$ cat config.mk
export PLATFORM = sky130hd
export DESIGN_NAME = fpu_op_sequencer_flat
export DESIGN_NICKNAME = d
export VERILOG_FILES = /design/src/rtl/fpu_op_sequencer_if.sv /design/src/rtl/fpu_op_sequencer.sv /design/src/flat_wrapper.sv
export SDC_FILE = /design/constraint.sdc
export NUM_CORES = 1
export LEC_CHECK = 0
export BUFFER_PORTS_ARGS = -buffer_cell sky130_fd_sc_hd__buf_2
export CORE_ASPECT_RATIO = 1.1
export CORE_MARGIN = 3
export CORE_UTILIZATION = 25
export DETAILED_ROUTE_END_ITERATION = 8
export PLACE_DENSITY_LB_ADDON = 0.1
export RECOVER_POWER = 25
export SLEW_MARGIN = 0
export SYNTH_ARGS = -nofsm -noshare
export SYNTH_HDL_FRONTEND = slang
export SYNTH_SLANG_ARGS = --single-unit
$ cat constraint.sdc
create_clock -name clk -period 6.05 [get_ports clk]
set_clock_uncertainty 0.2 [all_clocks]
set_input_delay 0.9075 -clock clk [delete_from_list [all_inputs] [get_ports clk]]
set_output_delay 0.9075 -clock clk [all_outputs]
set_load 0.005 [all_outputs]
$ cat src/rtl/fpu_op_sequencer_if.sv
// rtl/fpu_op_sequencer_if.sv - byte stream, multiplier and status signals of the FP op sequencer
interface fpu_op_sequencer_if;
  logic        flush;
  logic [7:0]  byte_in;
  logic        byte_valid;
  logic        byte_ready;
  logic [31:0] op_a;
  logic [31:0] op_b;
  logic        mul_start;
  logic        mul_valid;
  logic [31:0] mul_result;
  logic [7:0]  byte_out;
  logic        byte_out_valid;
  logic        byte_out_ready;
  logic        busy;
  logic        timeout_err;
  logic [7:0]  op_count;

  // Sequencer side
  modport slave (
    input  flush, byte_in, byte_valid, mul_valid, mul_result, byte_out_ready,
    output byte_ready, op_a, op_b, mul_start, byte_out, byte_out_valid,
           busy, timeout_err, op_count
  );

  // Pin logic / multiplier side
  modport master (
    output flush, byte_in, byte_valid, mul_valid, mul_result, byte_out_ready,
    input  byte_ready, op_a, op_b, mul_start, byte_out, byte_out_valid,
           busy, timeout_err, op_count
  );
endinterface

$ cat src/rtl/fpu_op_sequencer.sv
// rtl/fpu_op_sequencer.sv - assembles byte-serial operands, launches one FP multiply, streams the result back
module fpu_op_sequencer #(
  parameter int unsigned TIMEOUT_CYCLES = 64,
  parameter logic [31:0] NAN_VALUE      = 32'h7FC00000
) (
  input logic                clk,
  input logic                rst,
  fpu_op_sequencer_if.slave  bus
);

  typedef enum logic [1:0] {
    S_LOAD,
    S_ISSUE,
    S_WAIT,
    S_DRAIN
  } state_t;

  // Wait counter value on the last permitted WAIT cycle
  localparam logic [15:0] WAIT_LAST = 16'(TIMEOUT_CYCLES - 1);

  state_t      state_q, state_d;
  logic [2:0]  byte_cnt_q, byte_cnt_d;
  logic [15:0] wait_cnt_q, wait_cnt_d;
  logic [1:0]  drain_cnt_q, drain_cnt_d;
  logic [31:0] op_a_q, op_a_d;
  logic [31:0] op_b_q, op_b_d;
  logic [31:0] result_q, result_d;
  logic        timeout_err_q, timeout_err_d;
  logic [7:0]  op_count_q, op_count_d;

  logic        byte_fire;
  logic        out_fire;

  // Handshake qualifiers; a flush cycle never accepts an input byte
  assign bus.byte_ready     = (state_q == S_LOAD) && !bus.flush;
  assign bus.byte_out_valid = (state_q == S_DRAIN);
  assign byte_fire          = bus.byte_valid && bus.byte_ready;
  assign out_fire           = bus.byte_out_valid && bus.byte_out_ready;

  // Output decode from registered state
  assign bus.mul_start   = (state_q == S_ISSUE);
  assign bus.busy        = (state_q != S_LOAD);
  assign bus.byte_out    = (state_q == S_DRAIN) ? result_q[{drain_cnt_q, 3'b000} +: 8] : 8'h00;
  assign bus.op_a        = op_a_q;
  assign bus.op_b        = op_b_q;
  assign bus.timeout_err = timeout_err_q;
  assign bus.op_count    = op_count_q;

  // Next-state and datapath updates; flush overrides every transition
  always_comb begin
    state_d       = state_q;
    byte_cnt_d    = byte_cnt_q;
    wait_cnt_d    = wait_cnt_q;
    drain_cnt_d   = drain_cnt_q;
    op_a_d        = op_a_q;
    op_b_d        = op_b_q;
    result_d      = result_q;
    timeout_err_d = timeout_err_q;
    op_count_d    = op_count_q;

    case (state_q)
      S_LOAD: begin
        if (byte_fire) begin
          // Little-endian: counter bit 2 selects the operand, bits 1:0 the lane
          if (byte_cnt_q[2]) begin
            op_b_d[{byte_cnt_q[1:0], 3'b000} +: 8] = bus.byte_in;
          end else begin
            op_a_d[{byte_cnt_q[1:0], 3'b000} +: 8] = bus.byte_in;
          end
          byte_cnt_d = byte_cnt_q + 3'd1;
          if (byte_cnt_q == 3'd7) begin
            state_d = S_ISSUE;
          end
        end
      end
      S_ISSUE: begin
        wait_cnt_d = 16'd0;
        state_d    = S_WAIT;
      end
      S_WAIT: begin
        if (bus.mul_valid) begin
          // A result arriving on the expiry cycle still wins over the timeout
          result_d   = bus.mul_result;
          wait_cnt_d = 16'd0;
          state_d    = S_DRAIN;
        end else if (wait_cnt_q == WAIT_LAST) begin
          result_d      = NAN_VALUE;
          timeout_err_d = 1'b1;
          wait_cnt_d    = 16'd0;
          state_d       = S_DRAIN;
        end else begin
          wait_cnt_d = wait_cnt_q + 16'd1;
        end
      end
      S_DRAIN: begin
        if (out_fire) begin
          drain_cnt_d = drain_cnt_q + 2'd1;
          if (drain_cnt_q == 2'd3) begin
            op_count_d = op_count_q + 8'd1;
            state_d    = S_LOAD;
          end
        end
      end
      default: begin
        state_d = S_LOAD;
      end
    endcase

    if (bus.flush) begin
      state_d       = S_LOAD;
      byte_cnt_d    = 3'd0;
      wait_cnt_d    = 16'd0;
      drain_cnt_d   = 2'd0;
      op_a_d        = op_a_q;
      op_b_d        = op_b_q;
      result_d      = result_q;
      timeout_err_d = timeout_err_q;
      op_count_d    = op_count_q;
    end
  end

  // State and datapath registers with asynchronous reset
  always_ff @(posedge clk or posedge rst) begin
    if (rst) begin
      state_q       <= S_LOAD;
      byte_cnt_q    <= 3'd0;
      wait_cnt_q    <= 16'd0;
      drain_cnt_q   <= 2'd0;
      op_a_q        <= 32'd0;
      op_b_q        <= 32'd0;
      result_q      <= 32'd0;
      timeout_err_q <= 1'b0;
      op_count_q    <= 8'd0;
    end else begin
      state_q       <= state_d;
      byte_cnt_q    <= byte_cnt_d;
      wait_cnt_q    <= wait_cnt_d;
      drain_cnt_q   <= drain_cnt_d;
      op_a_q        <= op_a_d;
      op_b_q        <= op_b_d;
      result_q      <= result_d;
      timeout_err_q <= timeout_err_d;
      op_count_q    <= op_count_d;
    end
  end

endmodule

$ cat src/flat_wrapper.sv
// flat-port wrapper written by rule: the top's interface ports become plain ports
module fpu_op_sequencer_flat 
#(
  parameter int unsigned TIMEOUT_CYCLES = 64,
  parameter logic [31:0] NAN_VALUE      = 32'h7FC00000
)
  (clk, rst, bus_flush, bus_byte_in, bus_byte_valid, bus_mul_valid, bus_mul_result, bus_byte_out_ready, bus_byte_ready, bus_op_a, bus_op_b, bus_mul_start, bus_byte_out, bus_byte_out_valid, bus_busy, bus_timeout_err, bus_op_count);
  fpu_op_sequencer_if bus_i ();
  input logic clk;
  input logic rst;
  input wire logic [$bits(bus_i.flush)-1:0] bus_flush;
  input wire logic [$bits(bus_i.byte_in)-1:0] bus_byte_in;
  input wire logic [$bits(bus_i.byte_valid)-1:0] bus_byte_valid;
  input wire logic [$bits(bus_i.mul_valid)-1:0] bus_mul_valid;
  input wire logic [$bits(bus_i.mul_result)-1:0] bus_mul_result;
  input wire logic [$bits(bus_i.byte_out_ready)-1:0] bus_byte_out_ready;
  output wire logic [$bits(bus_i.byte_ready)-1:0] bus_byte_ready;
  output wire logic [$bits(bus_i.op_a)-1:0] bus_op_a;
  output wire logic [$bits(bus_i.op_b)-1:0] bus_op_b;
  output wire logic [$bits(bus_i.mul_start)-1:0] bus_mul_start;
  output wire logic [$bits(bus_i.byte_out)-1:0] bus_byte_out;
  output wire logic [$bits(bus_i.byte_out_valid)-1:0] bus_byte_out_valid;
  output wire logic [$bits(bus_i.busy)-1:0] bus_busy;
  output wire logic [$bits(bus_i.timeout_err)-1:0] bus_timeout_err;
  output wire logic [$bits(bus_i.op_count)-1:0] bus_op_count;
  assign bus_i.flush = bus_flush;
  assign bus_i.byte_in = bus_byte_in;
  assign bus_i.byte_valid = bus_byte_valid;
  assign bus_i.mul_valid = bus_mul_valid;
  assign bus_i.mul_result = bus_mul_result;
  assign bus_i.byte_out_ready = bus_byte_out_ready;
  assign bus_byte_ready = bus_i.byte_ready;
  assign bus_op_a = bus_i.op_a;
  assign bus_op_b = bus_i.op_b;
  assign bus_mul_start = bus_i.mul_start;
  assign bus_byte_out = bus_i.byte_out;
  assign bus_byte_out_valid = bus_i.byte_out_valid;
  assign bus_busy = bus_i.busy;
  assign bus_timeout_err = bus_i.timeout_err;
  assign bus_op_count = bus_i.op_count;
  fpu_op_sequencer #(.TIMEOUT_CYCLES(TIMEOUT_CYCLES), .NAN_VALUE(NAN_VALUE)) u_core (.clk(clk), .rst(rst), .bus(bus_i));
endmodule
# Word level (Yosys, flattened, before mapping)
# Cells that the tools add are included.
word_totals:
  inputBits: 46
  out_inout_bits: 85
  reg_bits: 128
  word_cells: 74
classes:
  bitwise: 3
  shift: 3
  n_mux: 23
  addsub: 5
  reduce_logical: 20
  eq_ne: 11
ops:
  columns: ["operator", "n"]
  rows:
  - ["32-bit bitwise mux", 2]
  - ["32-bit 2-to-1 mux", 2]
  - ["16-bit 2-to-1 mux", 3]
  - ["16-bit one-hot mux with 2 select lines", 1]
  - ["8-bit by 7-bit variable shift with 32-bit output, first input constant", 1]
  - ["32-bit by 6-bit variable part select with 8-bit output", 1]
  - ["8-bit by 7-bit variable part select with 32-bit output", 1]
  - ["2-bit 2-to-1 mux", 10]
  - ["16-bit by 1-bit adder with 16-bit output, second input constant", 1]
  - ["16-bit by 6-bit == test with 1-bit output, second input constant", 1]
  - ["4-bit AND reduction", 4]
  - ["2-bit nonzero test", 6]
  - ["3-bit 2-to-1 mux", 3]
  - ["3-bit != test, second input constant", 3]
  - ["8-bit by 1-bit adder with 8-bit output, second input constant", 1]
  - ["8-bit 2-to-1 mux", 1]
  - ["2-bit one-hot mux with 4 select lines", 1]
  - ["5-bit negation with 7-bit output", 1]
  - ["2-bit == test, second input constant", 3]
  - ["5-bit AND reduction", 1]
  - ["4-bit by 3-bit != test with 1-bit output, second input constant", 1]
  - ["2-bit AND reduction", 2]
  - ["3-bit by 1-bit adder with 3-bit output, second input constant", 1]
  - ["3-bit == test, second input constant", 1]
  - ["9 further kinds", 13]

# Longest topological paths before layout
# Gate-level depths: netlist of the first run.
depth:
  ltp_word: 6
  depth_mapped: 8
  ltp_nobuf: 7

# Worst setup path before layout of the first run
# No wires, ideal clock.
synth_timing:
  path_kind: "reg2out"
  start: "register u_core.drain_cnt_q[0]"
  end: "output port bus_byte_out[0]"
  path_stages_with_launch: 4
  required_time_ns: 4.943
  setup_slack_ns: 3.679
  arrival_time_ns: 1.263
  n_path_buf: 1
  path_cell_list: "dfrtp_1 > buf_2 > mux4_2 > and2_1"
synth_between:
  elab_chain_len: 2
synth_rtl:
  columns: ["item", "line_no", "source"]
  rows:
  - ["start, declared", "fpu_op_sequencer.sv:24", "logic [1:0] drain_cnt_q, drain_cnt_d;"]
  - ["start signal, assigned", "fpu_op_sequencer.sv:138", "drain_cnt_q <= drain_cnt_d;"]
  - ["32-bit by 6-bit variable part select with 8-bit output", "fpu_op_sequencer.sv:43", "assign bus.byte_out = (state_q == S_DRAIN) ? result_q[{drain_cnt_q, 3'b000} +: 8] : 8'h00;"]
  - ["8-bit 2-to-1 mux", "fpu_op_sequencer.sv:43", null]
  - ["end, declared", "flat_wrapper.sv:21", "output wire logic [$bits(bus_i.byte_out)-1:0] bus_byte_out;"]
# Every way passes these cells.

==> results of run 1 <==
[critical path, cell delays in order]
cell,delay [ns]
buf_2,0.10
clkinvlp_2,2.08
buf_4,0.78
[metrics by stage]
| step | power (W) | cell area, µm² | worst slack [ns] | utilization, % | std cells |
|---|---|---|---|---|---|
| finish | 0.002342 | 7043 | 2.427 | 32.64 | 952 |
| global route | 0.002470 | 7043 | 1.712 | 32.64 | 952 |
| floorplan | 0.001220 | 5555 | 1.530 | - | 524 |
| CTS | 0.002374 | 7044 | 2.829 | 32.64 | 952 |
| detailed placement | 0.001354 | 6467 | 3.178 | 29.97 | 921 |
| global placement | 0.001344 | 6467 | 3.272 | 29.97 | 921 |
[power by group]
group          total (W)  leakage (nW)  internal [W]  switching [W]
clock network    0.00101         0.278      0.000615       0.000395
logic           0.000311          1.35      0.000147       0.000164
registers        0.00102          1.77      0.000960      0.0000605
total            0.00234          3.40       0.00172       0.000619
[Yosys cell counts, types with 4 or more instances]
cell type	n	share of area (%)
dfrtp_1	128	58
nand2_1	119	8.0
o21ai_0	74	6.7
a22o_1	24	3.8
clkbuf_1	16	1.1
ha_1	15	3.4
nand3_1	14	1.3
a21oi_1	11	0.99
inv_1	11	0.74
and2_1	9	1.0
o22a_1	9	1.4
mux4_2	8	3.2
nor2_1	7	0.47
a31oi_1	6	0.68
nor3_1	6	0.54
or3_1	6	0.68
buf_2	5	0.45
xor2_1	5	0.79
nand4_1	4	0.45
nand4b_1	4	0.63
nor4_1	4	0.45
xnor2_1	4	0.63
[cells by family after synthesis]
group / after synthesis
DFF: 128
buffers and inverters: 35
adders and majority gates: 15
AOI/OAI and AO/OA: 138
xor gates and xnor gates: 9
muxes: 11
and+or+nand+nor: 188
[state kept, by name, summed over array words and instances, names as in the netlist]
signal	flops
u_core.bus.op_a	32
u_core.bus.op_b	32
u_core.bus.op_count	8
u_core.bus.timeout_err	1
u_core.byte_cnt_q	3
u_core.drain_cnt_q	2
u_core.result_q	32
u_core.state_q	2
u_core.wait_cnt_q	16
[metal layers]
metal  part of all wire (%)  vias up  global-route usage (%)
li1                       -     2102                       -
met2                     48      102                   22.18
met3                    5.6       16                   4.175
met1                     45     2099                   16.79
met4                    1.2        4                   3.570
met5                   0.26        -                       0
[final cells by class]
class                           instances  area (µm²)  share of cell area [%]
Timing Repair Buffer                  131       658.1                   9.344
Inverter                               11       42.54                  0.6040
Multi-Input combinational cell        361        2200                   31.23
Tap cell                              290       362.8                   5.152
Clock inverter                         13       137.6                   1.954
Sequential cell                       128        3203                   45.48
Clock buffer                           18       439.2                   6.236
[path summary, 6_finish.rpt]
| check | end | slack, ns | cells past startpoint |
|---|---|---|---|
| max in group clk | bus_byte_out[5] | 2.90 | 3 |
| worst min-delay path | u_core.bus.op_count[7] | 0.26 | 1 |
| min in group asynchronous | u_core.bus.op_count[5] | 1.39 | 2 |
| worst min register to register | u_core.bus.op_count[7] | 0.26 | 1 |
| worst max register to register | u_core.bus.op_a[0] | 3.40 | 5 |
| worst max-delay path | u_core.bus.op_a[6] | 2.43 | 3 |
==> impl_metrics.env, run 1 <==
export IMPL_synth_enable_flop_cells=0
export IMPL_antenna_diode_count=0
export IMPL_gr_total_overflow=0
export IMPL_yosysUniqueCellTypes=45
export IMPL_grt_pass1_wl_um=25450
export IMPL_synth_xor_area_share_pct=1.419
export IMPL_ios=131
export IMPL_final_common_cell="buf_2"
export IMPL_fillers=2243
export IMPL_synth_compound_area_share_pct=15.38
export IMPL_drcViolationCount=0
export IMPL_cp_required_ns=6.35
export IMPL_first_global_vias=4631
export IMPL_firstDrtPassIters=4
export IMPL_fp_row_count=56
export IMPL_vias=4323
export IMPL_drive_above_1_share_pct=26.59
export IMPL_yosys_area_share_simple_pct=15.54
export IMPL_synth_top_family_by_area="simple AND/OR/NAND/NOR gates"
export IMPL_muxShareOfSynthArea_pct=3.806
export IMPL_cp_end_kind="asynchronous set/reset pin"
export IMPL_die_area_mm2=0.02405
export IMPL_cp_start_kind="input port"
export IMPL_clock_latency_ns=0.41
export IMPL_fmax_mhz=276.0
export IMPL_gp_congestion=0.7451
export IMPL_final_cell_mix="130 x buf_2, 128 x dfrtp_1, 119 x nand2_1"
export IMPL_grt_max_degree=84
export IMPL_cts_buffer_depth=2
export IMPL_arrival_ns=3.93
export IMPL_r2r_start="u_core.byte_cnt_q[0]"
export IMPL_tightestPinTransition_ns=3.743
export IMPL_yosysWarnings=0
export IMPL_max_cap_violations=1
export IMPL_wirelength_um=15400
export IMPL_crit_fanout=83
export IMPL_min_path_type="reg2reg"
export IMPL_drt_initial_drc_count=199
export IMPL_area_delta_synth_final_pct=26.78
export IMPL_fin_hold_ws_ns=0.2609
export IMPL_nets=711
export IMPL_cts_hold_buf=0
export IMPL_avgViaCountPerCell=4.541
export IMPL_startpoint="rst"
export IMPL_avgSynthCellArea_um2=10.60
export IMPL_violations="max-capacitance violations, max-slew violations"
export IMPL_synth_nets=585
export IMPL_ys_seq_area_share_pct=57.66
export IMPL_clock_sinks=128
export IMPL_htree_num_levels=4
export IMPL_min_from="u_core.bus.op_count[7]"
export IMPL_clkSlewWorstSetupHoldPaths_ns=0.06
export IMPL_cts_setup_buffers=0
export IMPL_initial_utilization_pct=25.74
export IMPL_finalHoldViolCount=0
export IMPL_dpl_hpwl_um=10920
export IMPL_final_setup_tns_ns=0
export IMPL_post_cts_resize_count=0
export IMPL_min_period_ns=3.623
export IMPL_worstSetupPathType="in2async"
export IMPL_drtAntennaViolNets=0
export IMPL_rsz0062_at_grt="false"
export IMPL_cts_tree="yes"
export IMPL_die_w_um=148.1
export IMPL_port_buffers=130
export IMPL_synthArstFlopShare_pct=100.0
export IMPL_track_usage_pct=13.30
export IMPL_cts_root_buf="clkbuf_16"
export IMPL_status="complete, but fails checks"
export IMPL_ir_drop_mv=0.1805
export IMPL_antenna_found_initial=2
export IMPL_period_share_pct=59.89
export IMPL_die_y_um=162.3
export IMPL_synth_area_mm2=0.005555
export IMPL_synthCells=524
export IMPL_routedWlPerCell_um=16.18
export IMPL_drv_slew=84
export IMPL_cts_buffers=17
export IMPL_design_core_area_mm2=0.02158
export IMPL_synth_ff_type="dfrtp_1"
export IMPL_ys_ff_latch=128
export IMPL_p_per_area_mw_per_mm2=332.5
export IMPL_p_leak_nw=3.396
export IMPL_setup_viol=0
export IMPL_relSlewSlack_pct=-150.9
export IMPL_synth_adder_area_share_pct=3.378
Note: power is estimated with default switching activity, not from simulation.
==> run 2: changes to the inputs <==
==> constraint.sdc (replaced) <==
create_clock -name clk -period 2.9 [get_ports clk]
set_clock_uncertainty 0.2 [all_clocks]
set_input_delay 0.435 -clock clk [delete_from_list [all_inputs] [get_ports clk]]
set_output_delay 0.435 -clock clk [all_outputs]
set_load 0.005 [all_outputs]
==> run 2 against run 1 <==
The run now ends clean. Final cell count up 1.7%. Flip-flop and latch count stayed put. Design area grew 2.8%. Largest cell class unchanged. Critical path depth grew 1. Die area did not move. Setup slack got worse by 2.2 ns. Core utilization rose by 0.91 points. Clock power grew 130%. Register-to-register slack worse by 3.0 ns. Critical path type is now reg2out. Global-route usage decreased by 0.22 points. Non-clock buffer count grew 15.
==> impl_metrics.env, run 2 (synthesized netlist as in run 1, its figures left out) <==
export IMPL_status="complete, no violations"
export IMPL_tightestPinTransition_ns=1.033
export IMPL_die_w_um=148.1
export IMPL_design_core_area_mm2=0.02158
export IMPL_first_global_vias=4370
export IMPL_dp_worst_setup_slack_ns=0.4020
export IMPL_fillers=2293
export IMPL_r2r_slack_ns=0.37
export IMPL_cp_required_ns=2.27
export IMPL_rsz0062_at_grt="false"
export IMPL_grt_max_degree=49
export IMPL_cp_end_kind="output pin"
export IMPL_relSlewSlack_pct=31.15
export IMPL_r2r_start="u_core.state_q[0]"
export IMPL_initial_utilization_pct=25.74
export IMPL_drv_slew=0
export IMPL_timing_rr_end="u_core.bus.op_count[7]"
export IMPL_wirelength_um=15430
export IMPL_die_y_um=162.3
export IMPL_dp_cells=935
export IMPL_dpl_hpwl_um=11140
export IMPL_cts_root_buf="clkbuf_16"
export IMPL_ir_drop_mv=0.3765
export IMPL_routedWlPerCell_um=15.94
export IMPL_clock_latency_ns=0.41
export IMPL_r2r_cells=6
export IMPL_cts_setup_buffers=0
export IMPL_final_cell_mix="130 x buf_2, 128 x dfrtp_1, 119 x nand2_1"
export IMPL_cts_tree="yes"
export IMPL_gp_congestion=0.7597
export IMPL_drive_above_1_share_pct=27.62
export IMPL_htree_num_levels=4
export IMPL_finalHoldViolCount=0
export IMPL_min_period_ns=2.690
export IMPL_arrival_ns=2.05
export IMPL_die_area_mm2=0.02405
export IMPL_fmax_mhz=371.8
export IMPL_gr_total_overflow=0
export IMPL_drt_initial_drc_count=238
export IMPL_layout_cells_non_filler=968
export IMPL_cts_buffer_depth=2
export IMPL_drtAntennaViolNets=0
export IMPL_clock_sinks=128
export IMPL_setup_slack_ns=0.2101
export IMPL_avgViaCountPerCell=4.520
export IMPL_final_common_cell="buf_2"
export IMPL_period_share_pct=92.75
export IMPL_area_delta_synth_final_pct=30.32
export IMPL_max_cap_violations=0
export IMPL_worstSetupPathType="reg2out"
export IMPL_fp_row_count=56
export IMPL_clkSlewWorstSetupHoldPaths_ns=0.06
export IMPL_cts_buffers=17
export IMPL_nets=726
export IMPL_vias=4375
export IMPL_track_usage_pct=13.08
export IMPL_p_per_area_mw_per_mm2=715.3
export IMPL_antenna_found_initial=1
export IMPL_min_from="bus_mul_result[27]"
export IMPL_port_buffers=130
export IMPL_hold_depth=2
export IMPL_min_to="u_core.result_q[27]"
export IMPL_drcViolationCount=0
export IMPL_firstDrtPassIters=4
export IMPL_ios=131
export IMPL_setup_viol=0
export IMPL_finalPower_w=0.005178
export IMPL_min_path_type="in2reg"
export IMPL_p_leak_nw=3.497
export IMPL_final_setup_tns_ns=0
export IMPL_crit_fanout=6
export IMPL_cp_start_kind="register"
export IMPL_grt_pass1_wl_um=24610
[run 2: cell types whose count changed in the layout (fill, tap and decap cells not counted)]
| cell | before | now |
|---|---|---|
| dlygate4sd3_1 | 0 | 1 |
| clkinv_2 | 4 | 0 |
| buf_4 | 1 | 12 |
| bufinv_16 | 2 | 5 |
| buf_12 | 0 | 1 |
| diode_2 | 0 | 1 |
| clkbuf_1 | 0 | 3 |
[run 2: per-stage QoR]
step                      instance area (µm²)  hold WS [ns]  util [%]
after global routing                     7237      0.002784     33.53
final                                    7239       0.02089     33.55
after CTS                                7247      0.004845     33.58
after detailed placement                 6586        0.2552     30.52
after global placement                   6586        0.2526     30.52
after floorplan                          5559        0.2510         -
[run 2: layout make-up]
cell class	instances	area (µm²)	share of cell area, %
diodes	1	2.502	0.03457
clock buffers	19	442.9	6.118
clock inverters	12	207.7	2.869
inverters	11	42.54	0.5876
multi-input cells	361	2200	30.38
flip-flops and latches	128	3203	44.24
well taps	290	362.8	5.012
repair buffers	146	778.2	10.75
[run 2: timing repair]
action	in CTS	in global routing
hold buffers	1	0
resized for setup	0	0
endpoints found under the hold margin	16	0
[run 2: worst max-delay path by stage]
stage / from / end / slack [ns] / depth (start not counted)
after floorplan: rst / u_core.bus.op_a[0] / 0.68 / 1
after global placement: u_core.wait_cnt_q[0] / u_core.result_q[31] / 0.46 / 5
after detailed placement: u_core.wait_cnt_q[0] / u_core.result_q[6] / 0.40 / 5
after CTS: u_core.drain_cnt_q[0] / bus_byte_out[5] / 0.17 / 4
after global routing: u_core.drain_cnt_q[0] / bus_byte_out[5] / 0.11 / 4
final: u_core.drain_cnt_q[0] / bus_byte_out[5] / 0.21 / 4
[run 2: power breakdown]
part	total, W	switching (W)	internal [W]
clock network	0.00237	0.000815	0.00155
logic	0.000677	0.000343	0.000333
registers	0.00213	0.000132	0.00200
total	0.00518	0.00129	0.00389
[run 2: critical path, stage by stage, from the launching register on]
cell and delay, ns:
dfrtp_1 0.57, buf_4 0.25, mux4_2 0.50, and2_1 0.18
buf_2 0.13
[run 2: layer usage]
layer / vias up / routed length [µm] / part of all wire (%) / track usage, %
li1: 2140 / - / - / -
met1: 2104 / 7091 / 46 / 17.43
met2: 118 / 7339 / 48 / 21.06
met3: 11 / 845 / 5.5 / 3.896
met4: 2 / 145 / 0.94 / 3.150
met5: - / 7 / 0.045 / 0
==> run 3: changes to the inputs <==
--- a/config.mk
+++ b/config.mk
@@ -9,9 +9,9 @@
 export CORE_ASPECT_RATIO = 1.1
 export CORE_MARGIN = 3
 export CORE_UTILIZATION = 25
+export CTS_CLUSTER_DIAMETER = 120
 export DETAILED_ROUTE_END_ITERATION = 8
 export PLACE_DENSITY_LB_ADDON = 0.1
-export RECOVER_POWER = 25
 export SLEW_MARGIN = 0
 export SYNTH_ARGS = -nofsm -noshare
 export SYNTH_HDL_FRONTEND = slang
==> run 3 against run 2 <==
Power about the same. Global-route usage stayed put. Core utilization hardly changed. Maximum frequency about the same. Setup slack gained 0.00089 ns.
==> impl_metrics.env, run 3 (synthesized netlist as in run 1, its figures left out) <==
export IMPL_htree_num_levels=4
export IMPL_clock_sinks=128
export IMPL_wirelength_um=15460
export IMPL_clkSlewWorstSetupHoldPaths_ns=0.06
export IMPL_die_y_um=162.3
export IMPL_port_buffers=130
export IMPL_drv_slew=0
export IMPL_cts_setup_buffers=0
export IMPL_cp_required_ns=2.27
export IMPL_worstSetupPathType="reg2out"
export IMPL_max_cap_violations=0
export IMPL_initial_utilization_pct=25.74
export IMPL_cp_end_kind="output pin"
export IMPL_drive_above_1_share_pct=27.92
export IMPL_period_share_pct=92.72
export IMPL_antenna_found_initial=1
export IMPL_grt_max_degree=49
export IMPL_arrival_ns=2.05
export IMPL_cts_buffer_depth=2
export IMPL_gp_congestion=0.7597
export IMPL_fp_row_count=56
export IMPL_rsz0062_at_grt="false"
export IMPL_nets=726
export IMPL_design_core_area_mm2=0.02158
export IMPL_p_per_area_mw_per_mm2=714.4
export IMPL_status="complete, no violations"
export IMPL_finalHoldViolCount=0
export IMPL_drcViolationCount=0
export IMPL_utilization_pct=33.59
export IMPL_die_w_um=148.1
export IMPL_final_setup_tns_ns=0
export IMPL_clock_latency_ns=0.41
export IMPL_cp_start_kind="register"
export IMPL_area_delta_synth_final_pct=30.50
export IMPL_ios=131
export IMPL_cts_buffers=17
export IMPL_routedWlPerCell_um=15.97
export IMPL_track_usage_pct=13.08
export IMPL_relSlewSlack_pct=35.94
export IMPL_vias=4380
export IMPL_drt_initial_drc_count=240
export IMPL_fmax_mhz=371.9
export IMPL_crit_fanout=6
export IMPL_cts_tree="yes"
export IMPL_min_path_type="in2reg"
export IMPL_firstDrtPassIters=4
export IMPL_grt_pass1_wl_um=24610
export IMPL_p_leak_nw=3.505
export IMPL_final_cell_mix="130 x buf_2, 128 x dfrtp_1, 119 x nand2_1"
export IMPL_cts_root_buf="clkbuf_16"
export IMPL_gr_total_overflow=0
export IMPL_first_global_vias=4370
export IMPL_setup_viol=0
export IMPL_ir_drop_mv=0.3764
export IMPL_min_period_ns=2.689
export IMPL_tightestPinTransition_ns=0.9607
export IMPL_post_cts_resize_count=0
export IMPL_cts_hold_buf=1
export IMPL_die_area_mm2=0.02405
export IMPL_dpl_hpwl_um=11140
export IMPL_avgViaCountPerCell=4.525
export IMPL_drtAntennaViolNets=0
export IMPL_final_common_cell="buf_2"
[run 3: worst paths after layout]
check	startpoint	end	slack (ns)	cells past startpoint
hold / removal	bus_mul_result[27]	u_core.result_q[27]	0.02	2
setup reg to reg	u_core.wait_cnt_q[0]	u_core.result_q[9]	0.45	5
hold reg to reg	u_core.bus.op_b[28]	u_core.bus.op_b[28]	0.27	2
min in group asynchronous	rst	u_core.bus.op_b[18]	0.38	3
max in group asynchronous	rst	u_core.bus.op_b[26]	1.19	4
setup / recovery	u_core.drain_cnt_q[0]	bus_byte_out[5]	0.21	4
[run 3: routing by layer]
layer  GRT usage (%)  wire [µm]  vias up
li1                -          -     2139
met1           17.43       7145     2109
met2           21.06       7337      119
met3           3.896        820       11
met4           3.150        145        2
met5               0          7        -
[run 3: cell type report]
cell class | instances | area, µm²
diodes | 1 | 2.502
clock buffers | 19 | 442.9
clock inverters | 12 | 207.7
fillers | 2291 | 14330
inverters | 11 | 45.04
multi-input cells | 361 | 2200
flip-flops and latches | 128 | 3203
well taps | 290 | 362.8
repair buffers | 146 | 785.8
[run 3: critical path: stages, from the launching register on]
cell and delay [ns]:
dfrtp_1 0.57, buf_4 0.25, mux4_2 0.50, and2_1 0.18
buf_2 0.13
[run 3: power breakdown]
part	leakage (nW)	internal [W]	switching [W]
logic	1.43	0.000334	0.000344
registers	1.77	0.00200	0.000132
clock network	0.306	0.00155	0.000814
[run 3: stage by stage]
stage	cell area, µm²	setup WS [ns]	total power, W	hold slack [ns]	instances
finish	7249	0.2110	0.005179	0.02093	968
global route	7247	0.1111	0.005467	0.002784	967
CTS	7247	0.1704	0.005259	0.004845	967
detailed placement	6586	0.4020	0.002861	0.2552	935
global placement	6586	0.4623	0.002837	0.2526	935
floorplan	5559	0.6838	0.002545	0.2510	524
